===== src/rtl/pc_gen_if.sv =====
// Fetch-side bus of pc_gen: the redirect channels in, the PC valid/ready handshake out.
interface pc_gen_if #(
  parameter int unsigned WIDTH     = 32,
  parameter int unsigned NUM_REDIR = 3
);
  logic [NUM_REDIR-1:0]       redir_valid;
  logic [NUM_REDIR*WIDTH-1:0] redir_target;
  logic [WIDTH-1:0]           pc;
  logic                       pc_valid;
  logic                       pc_ready;

  modport master (
    input  redir_valid, redir_target, pc_ready,
    output pc, pc_valid
  );

  modport slave (
    output redir_valid, redir_target, pc_ready,
    input  pc, pc_valid
  );
endinterface


===== src/rtl/pc_gen.sv =====
// Fetch program-counter generator with prioritised redirects, stall and halt/resume.
// Optional issued-PC trace ring and fire counter under `ifdef PC_GEN_TRACE_EN.
module pc_gen #(
  parameter int unsigned      WIDTH       = 32,
  parameter logic [WIDTH-1:0] RESET_VAL   = 32'h80000000,
  parameter int unsigned      STEP        = 4,
  parameter int unsigned      NUM_REDIR   = 3,
  parameter int unsigned      ALIGN_BITS  = 2,
  parameter int unsigned      TRACE_DEPTH = 8
) (
  input  logic clk,
  input  logic rst_n,
  pc_gen_if.master bus,
  input  logic stall,
  input  logic halt,
  input  logic resume,
  output logic misalign,
  output logic halted
`ifdef PC_GEN_TRACE_EN
  ,
  input  logic [$clog2(TRACE_DEPTH)-1:0] trace_idx,
  output logic [WIDTH-1:0]               trace_pc,
  output logic [31:0]                    issue_cnt
`endif
);

  localparam logic [WIDTH-1:0] ALIGN_MASK = WIDTH'((64'd1 << ALIGN_BITS) - 64'd1);
  localparam logic [WIDTH-1:0] STEP_W     = WIDTH'(STEP);

  typedef enum logic [1:0] {BOOT, RUN, HALTED} state_t;

  state_t           state, state_nxt;
  logic [WIDTH-1:0] pc_q;
  logic             pc_valid_c;
  logic             fire;
  logic             redir_hit;
  logic [WIDTH-1:0] redir_sel;

  assign bus.pc       = pc_q;
  assign bus.pc_valid = pc_valid_c;
  assign fire         = pc_valid_c & bus.pc_ready;

  always_ff @(posedge clk or negedge rst_n) begin
    if (!rst_n) state <= BOOT;
    else        state <= state_nxt;
  end

  always_comb begin
    state_nxt = state;
    case (state)
      BOOT:    state_nxt = RUN;
      RUN:     if (halt)   state_nxt = HALTED;
      HALTED:  if (resume) state_nxt = RUN;
      default: state_nxt = BOOT;
    endcase
  end

  always_comb begin
    pc_valid_c = 1'b0;
    halted     = 1'b0;
    case (state)
      RUN:     pc_valid_c = !stall;
      HALTED:  halted     = 1'b1;
      default: ;
    endcase
  end

  // Lowest set channel index wins.
  always_comb begin
    redir_hit = 1'b0;
    redir_sel = '0;
    for (int unsigned i = 0; i < NUM_REDIR; i++) begin
      if (bus.redir_valid[i] && !redir_hit) begin
        redir_hit = 1'b1;
        redir_sel = bus.redir_target[i*WIDTH +: WIDTH];
      end
    end
  end

  always_ff @(posedge clk or negedge rst_n) begin
    if (!rst_n) begin
      pc_q     <= RESET_VAL;
      misalign <= 1'b0;
    end else begin
      misalign <= redir_hit && ((redir_sel & ALIGN_MASK) != '0);
      if (redir_hit)  pc_q <= redir_sel & ~ALIGN_MASK;
      else if (fire)  pc_q <= pc_q + STEP_W;
    end
  end

`ifdef PC_GEN_TRACE_EN
  localparam int unsigned PW = $clog2(TRACE_DEPTH);

  logic [WIDTH-1:0] trace_mem [TRACE_DEPTH];
  logic [PW-1:0]    wr_ptr;
  logic [PW-1:0]    rd_ptr;

  always_ff @(posedge clk or negedge rst_n) begin
    if (!rst_n) begin
      for (int unsigned i = 0; i < TRACE_DEPTH; i++) trace_mem[i] <= '0;
      wr_ptr    <= '0;
      issue_cnt <= '0;
    end else if (fire) begin
      trace_mem[wr_ptr] <= pc_q;
      wr_ptr            <= wr_ptr + PW'(1);
      issue_cnt         <= issue_cnt + 32'd1;
    end
  end

  // wr_ptr points at the next free slot, so the newest entry is one behind it.
  assign rd_ptr   = wr_ptr - PW'(1) - trace_idx;
  assign trace_pc = trace_mem[rd_ptr];
`endif

endmodule


===== src/flat_wrapper.sv =====
// flat-port wrapper written by rule: the top's interface ports become plain ports
module pc_gen_flat 
#(
  parameter int unsigned      WIDTH       = 32,
  parameter logic [WIDTH-1:0] RESET_VAL   = 32'h80000000,
  parameter int unsigned      STEP        = 4,
  parameter int unsigned      NUM_REDIR   = 3,
  parameter int unsigned      ALIGN_BITS  = 2,
  parameter int unsigned      TRACE_DEPTH = 8
)
  (clk, rst_n, stall, halt, resume, misalign, halted, bus_redir_valid, bus_redir_target, bus_pc_ready, bus_pc, bus_pc_valid);
  pc_gen_if #(.WIDTH(WIDTH), .NUM_REDIR(NUM_REDIR)) bus_i ();
  input  logic clk;
  input  logic rst_n;
  input  logic stall;
  input  logic halt;
  input  logic resume;
  output logic misalign;
  output logic halted;
  input wire logic [$bits(bus_i.redir_valid)-1:0] bus_redir_valid;
  input wire logic [$bits(bus_i.redir_target)-1:0] bus_redir_target;
  input wire logic [$bits(bus_i.pc_ready)-1:0] bus_pc_ready;
  output wire logic [$bits(bus_i.pc)-1:0] bus_pc;
  output wire logic [$bits(bus_i.pc_valid)-1:0] bus_pc_valid;
  assign bus_i.redir_valid = bus_redir_valid;
  assign bus_i.redir_target = bus_redir_target;
  assign bus_i.pc_ready = bus_pc_ready;
  assign bus_pc = bus_i.pc;
  assign bus_pc_valid = bus_i.pc_valid;
  pc_gen #(.WIDTH(WIDTH), .RESET_VAL(RESET_VAL), .STEP(STEP), .NUM_REDIR(NUM_REDIR), .ALIGN_BITS(ALIGN_BITS), .TRACE_DEPTH(TRACE_DEPTH)) u_core (.clk(clk), .rst_n(rst_n), .bus(bus_i), .stall(stall), .halt(halt), .resume(resume), .misalign(misalign), .halted(halted));
endmodule

===== config.mk =====
export PLATFORM = sky130hd
export DESIGN_NAME = pc_gen_flat
export DESIGN_NICKNAME = d
export VERILOG_FILES = /design/src/rtl/pc_gen_if.sv /design/src/rtl/pc_gen.sv /design/src/flat_wrapper.sv
export SDC_FILE = /design/constraint.sdc
export NUM_CORES = 1
export LEC_CHECK = 0
export BUFFER_PORTS_ARGS = -buffer_cell sky130_fd_sc_hd__buf_2
export CAP_MARGIN = 30
export CORE_ASPECT_RATIO = 1.1
export CORE_MARGIN = 2
export CORE_UTILIZATION = 42
export DETAILED_ROUTE_END_ITERATION = 12
export GPL_ROUTABILITY_DRIVEN = 0
export PLACE_DENSITY_LB_ADDON = 0.1
export SLEW_MARGIN = 40
export SYNTH_ARGS = -nofsm -noshare
export SYNTH_HDL_FRONTEND = slang
export SYNTH_SLANG_ARGS = --single-unit

===== constraint.sdc =====
create_clock -name clk -period 1.7 [get_ports clk]
set_input_delay 0.085 -clock clk [delete_from_list [all_inputs] [get_ports clk]]
set_output_delay 0.085 -clock clk [all_outputs]
set_load 0.005 [all_outputs]

==> metrics.txt <==
# TYPE chip_impl_metric gauge
chip_impl_metric{name="worst_ir_drop_vdd",unit="mV"} 0.424
chip_impl_metric{name="clock_tree.buffer_depth",unit=""} 2
chip_impl_metric{name="yosys_register_bits",unit=""} 33
chip_impl_metric{name="ys_async_sr_fraction",unit="%"} 100
chip_impl_metric{name="fraction_of_layout_instances_using_a_drive_strength_above_1",unit="%"} 48.1
chip_impl_metric{name="number_of_vias_per_cell_after_detailed_routing",unit=""} 5.79
chip_impl_metric{name="postSynthAreaPerCell",unit="sq um"} 8.16
chip_impl_metric{name="via_count",unit=""} 3432
chip_impl_metric{name="std_cell_rows",unit=""} 30
chip_impl_info{name="synth_flop_cell",value="sky130_fd_sc_hd__dfrtp_1"} 1
chip_impl_metric{name="ant_nets",unit=""} 0
chip_impl_metric{name="die_width",unit="um"} 80.1
chip_impl_metric{name="final-max-slew-violation-count",unit=""} 0
chip_impl_metric{name="dieHeight",unit="um"} 87.7
chip_impl_metric{name="routed_wl",unit="um"} 10000
chip_impl_metric{name="synth_edf_count",unit=""} 0
chip_impl_metric{name="min_period_over_period",unit="%"} 99.8
chip_impl_metric{name="portBuffers",unit=""} 137
chip_impl_metric{name="cp_max_fo",unit=""} 8
chip_impl_info{name="worst_setup_path_start_kind",value="flop"} 1
chip_impl_metric{name="fin_skew",unit="ps"} 8.66
chip_impl_metric{name="critPathRequiredTime",unit="ps"} 1860
chip_impl_metric{name="netlist-cell-type-count",unit=""} 59
chip_impl_info{name="rsz0062_at_grt",value="true"} 1
chip_impl_metric{name="fin_crit",unit="ps"} 1700
chip_impl_info{name="reg2reg_from",value="u_core.state[1]"} 1
chip_impl_metric{name="detailedPlacementHpwl",unit="um"} 7530
chip_impl_metric{name="holdPathStages",unit=""} 3
chip_impl_metric{name="postSynthCellCount",unit=""} 328
chip_impl_metric{name="track_usage",unit="%"} 28.7
chip_impl_info{name="hold_path_startpoint",value="bus_redir_target[21]"} 1
chip_impl_metric{name="number_of_global_route_vias_before_repair",unit=""} 3212
chip_impl_metric{name="netlist_area",unit="sq um"} 2680
chip_impl_metric{name="timing.final.setup_violations",unit=""} 0
chip_impl_info{name="hold_path_end",value="u_core.bus.pc[21]"} 1
chip_impl_metric{name="antenna-diode-count",unit=""} 0
chip_impl_metric{name="remaining_drc_errors",unit=""} 0
chip_impl_info{name="crit_path_end_kind",value="flop"} 1
chip_impl_metric{name="grt_start_max_net_pins",unit=""} 41
chip_impl_metric{name="grt_pass1_wl",unit="um"} 15600
chip_impl_metric{name="ys_seq_area_share",unit="%"} 30.9
chip_impl_metric{name="cap_violations",unit=""} 0
chip_impl_info{name="critPathKind",value="flop to flop"} 1
chip_impl_info{name="layout_common_cells",value="136 x sky130_fd_sc_hd__buf_2, 61 x sky130_fd_sc_hd__buf_4, 34 x sky130_fd_sc_hd__nand2_1"} 1
chip_impl_metric{name="ys.warnings.count",unit=""} 0
chip_impl_metric{name="sinks_on_clock_net",unit=""} 33
chip_impl_metric{name="reg2regPathDepth",unit=""} 6
chip_impl_metric{name="fmax",unit="GHz"} 0.589
chip_impl_metric{name="final_core_utilization",unit="%"} 66.1
chip_impl_metric{name="power_density",unit="nW/um^2"} 649
chip_impl_metric{name="fin_setup_tns",unit="ps"} 0
chip_impl_metric{name="p_total",unit="mW"} 2.64
chip_impl_info{name="tritoncts_clock_tree",value="done"} 1
chip_impl_metric{name="ctsHtreeMaxLevel",unit=""} 2
chip_impl_info{name="outcome",value="completed"} 1
chip_impl_info{name="cts.root.buffer_cell",value="sky130_fd_sc_hd__clkbuf_8"} 1
chip_impl_metric{name="number_of_iterations_in_the_first_detailed_routing_pass",unit=""} 5
chip_impl_metric{name="route.detailed.wl_per_inst",unit="um"} 16.9
chip_impl_metric{name="numCtsBuffers",unit=""} 5
chip_impl_info{name="final_common_cell",value="sky130_fd_sc_hd__buf_2"} 1
chip_impl_metric{name="final_hold_viol_count",unit=""} 0
chip_impl_metric{name="grt_antenna_before_repair",unit=""} 0
chip_impl_metric{name="syn2layout_area_growth",unit="%"} 52.0
chip_impl_metric{name="number_of_placed_i_o_pins",unit=""} 140
chip_impl_metric{name="clock_latency",unit="ps"} 290
chip_impl_metric{name="arrival",unit="ps"} 1850
chip_impl_metric{name="dieArea",unit="sq um"} 7030
chip_impl_metric{name="initial_utilization",unit="%"} 43.5
chip_impl_metric{name="nets",unit=""} 619
chip_impl_metric{name="finalHoldWorstSlack",unit="ps"} 5.81
chip_impl_info{name="hold_path.class",value="input pin to flop"} 1
chip_impl_info{name="reg2reg_to",value="u_core.bus.pc[29]"} 1
chip_impl_metric{name="floorplan.core_area",unit="sq um"} 6160
chip_impl_metric{name="clk_pin_slew",unit="ps"} 70
chip_impl_metric{name="regToRegSetupSlack",unit="ps"} 3
chip_impl_metric{name="number_of_drc_markers_in_iteration_0",unit=""} 297
chip_impl_metric{name="grt-ovfl-total",unit=""} 0
chip_impl_metric{name="leakagePower",unit="nW"} 1.94
[through the flow]
step / instance area (sq um) / cells / setup slack (ps)
6_report: 4070 / 593 / 2.70
2_1_floorplan: 2690 / 329 / 9.52
3_3_place_gp: 3780 / 577 / -78.7
5_1_grt: 4070 / 593 / -67.8
4_1_cts: 3920 / 588 / -18.0
3_5_place_dp: 3780 / 577 / -85.3
[timing repair]
item                                    CTS  global route
setup buffers                             3             4
endpoints found under the setup margin   14            21
gates cloned                              0             1
endpoints found under the hold margin    32             0
hold buffers                              1             0
resized for setup                         3            29
pin swaps                                 1            11
[synth_stat cells (6+ instances only)]
library cell	count	area share, %
sky130_fd_sc_hd__clkbuf_1	9	1.3
sky130_fd_sc_hd__nand3b_1	6	1.7
sky130_fd_sc_hd__nand4_1	7	1.6
sky130_fd_sc_hd__and4_1	6	2.0
sky130_fd_sc_hd__xnor2_1	8	2.6
sky130_fd_sc_hd__nand2_1	37	5.2
sky130_fd_sc_hd__buf_2	10	1.9
sky130_fd_sc_hd__o31ai_1	6	1.7
sky130_fd_sc_hd__a22oi_1	18	5.0
sky130_fd_sc_hd__a2bb2oi_1	6	2.0
sky130_fd_sc_hd__o221ai_1	8	2.6
sky130_fd_sc_hd__nor2_1	23	3.2
sky130_fd_sc_hd__o21ai_0	27	5.0
sky130_fd_sc_hd__a21oi_1	28	5.2
sky130_fd_sc_hd__dfrtp_1	32	30
sky130_fd_sc_hd__nand3_1	10	1.9
[report_power, final]
part           switching (mW)  internal, mW  total (mW)
logic                   0.477         0.530        1.01
registers               0.124         0.899        1.02
clock network           0.290         0.321       0.612
[logic make-up (layout without fill, tap and decap cells)]
family	count (synthesis)	count (layout)	synth area share, %
adders and majority gates	1	1	0.467
xor gates and xnor gates	8	8	2.62
and+or+nand+nor	124	125	27.0
buffers and inverters	32	215	6.08
DFF	33	33	30.9
muxes	3	3	1.17
AOI/OAI and AO/OA	126	126	31.6
other	1	2	0.140
[worst max path at each step]
stage / startpoint / end / slack (ps) / depth (start not counted)
6_report: u_core.state[1] / u_core.bus.pc[29] / 3 / 6
4_1_cts: u_core.bus.pc[3] / u_core.bus.pc[26] / -20 / 6
3_5_place_dp: u_core.bus.pc[3] / u_core.bus.pc[26] / -90 / 6
3_3_place_gp: u_core.bus.pc[4] / u_core.bus.pc[23] / -80 / 6
2_1_floorplan: u_core.bus.pc[7] / u_core.bus.pc[17] / 10 / 6
5_1_grt: u_core.state[1] / u_core.bus.pc[21] / -70 / 6
[critical path: stages, from the launching register on]
cell                       delay (ps)
sky130_fd_sc_hd__dfrtp_2          450
sky130_fd_sc_hd__and4bb_4         440
sky130_fd_sc_hd__nand3_1          120
sky130_fd_sc_hd__buf_6            160
sky130_fd_sc_hd__nor3_2           130
sky130_fd_sc_hd__xnor2_1          140
sky130_fd_sc_hd__o221ai_1         130
[registers in the layout (all words and copies together), names as in the netlist]
signal / flops
u_core.bus.pc: 30
u_core.state: 2
u_core.misalign: 1
[layer usage]
layer  wire, um  global-route usage, %  vias to the layer above
met1       4370                   38.7                     1628
met4        169                   10.6                        0
met3        674                   4.64                       18
met5          0                      0                        -
li1           -                      -                     1626
met2       4830                   46.5                      160
[cell type report]
cell class,instances,area [sq um]
flip-flops and latches,33,831
clock buffers,7,86.3
well taps,80,100
inverters,6,22.5
fillers,547,2090
multi-input cells,265,1820
repair buffers,202,1210
Note: power is estimated with default switching activity, not from simulation.
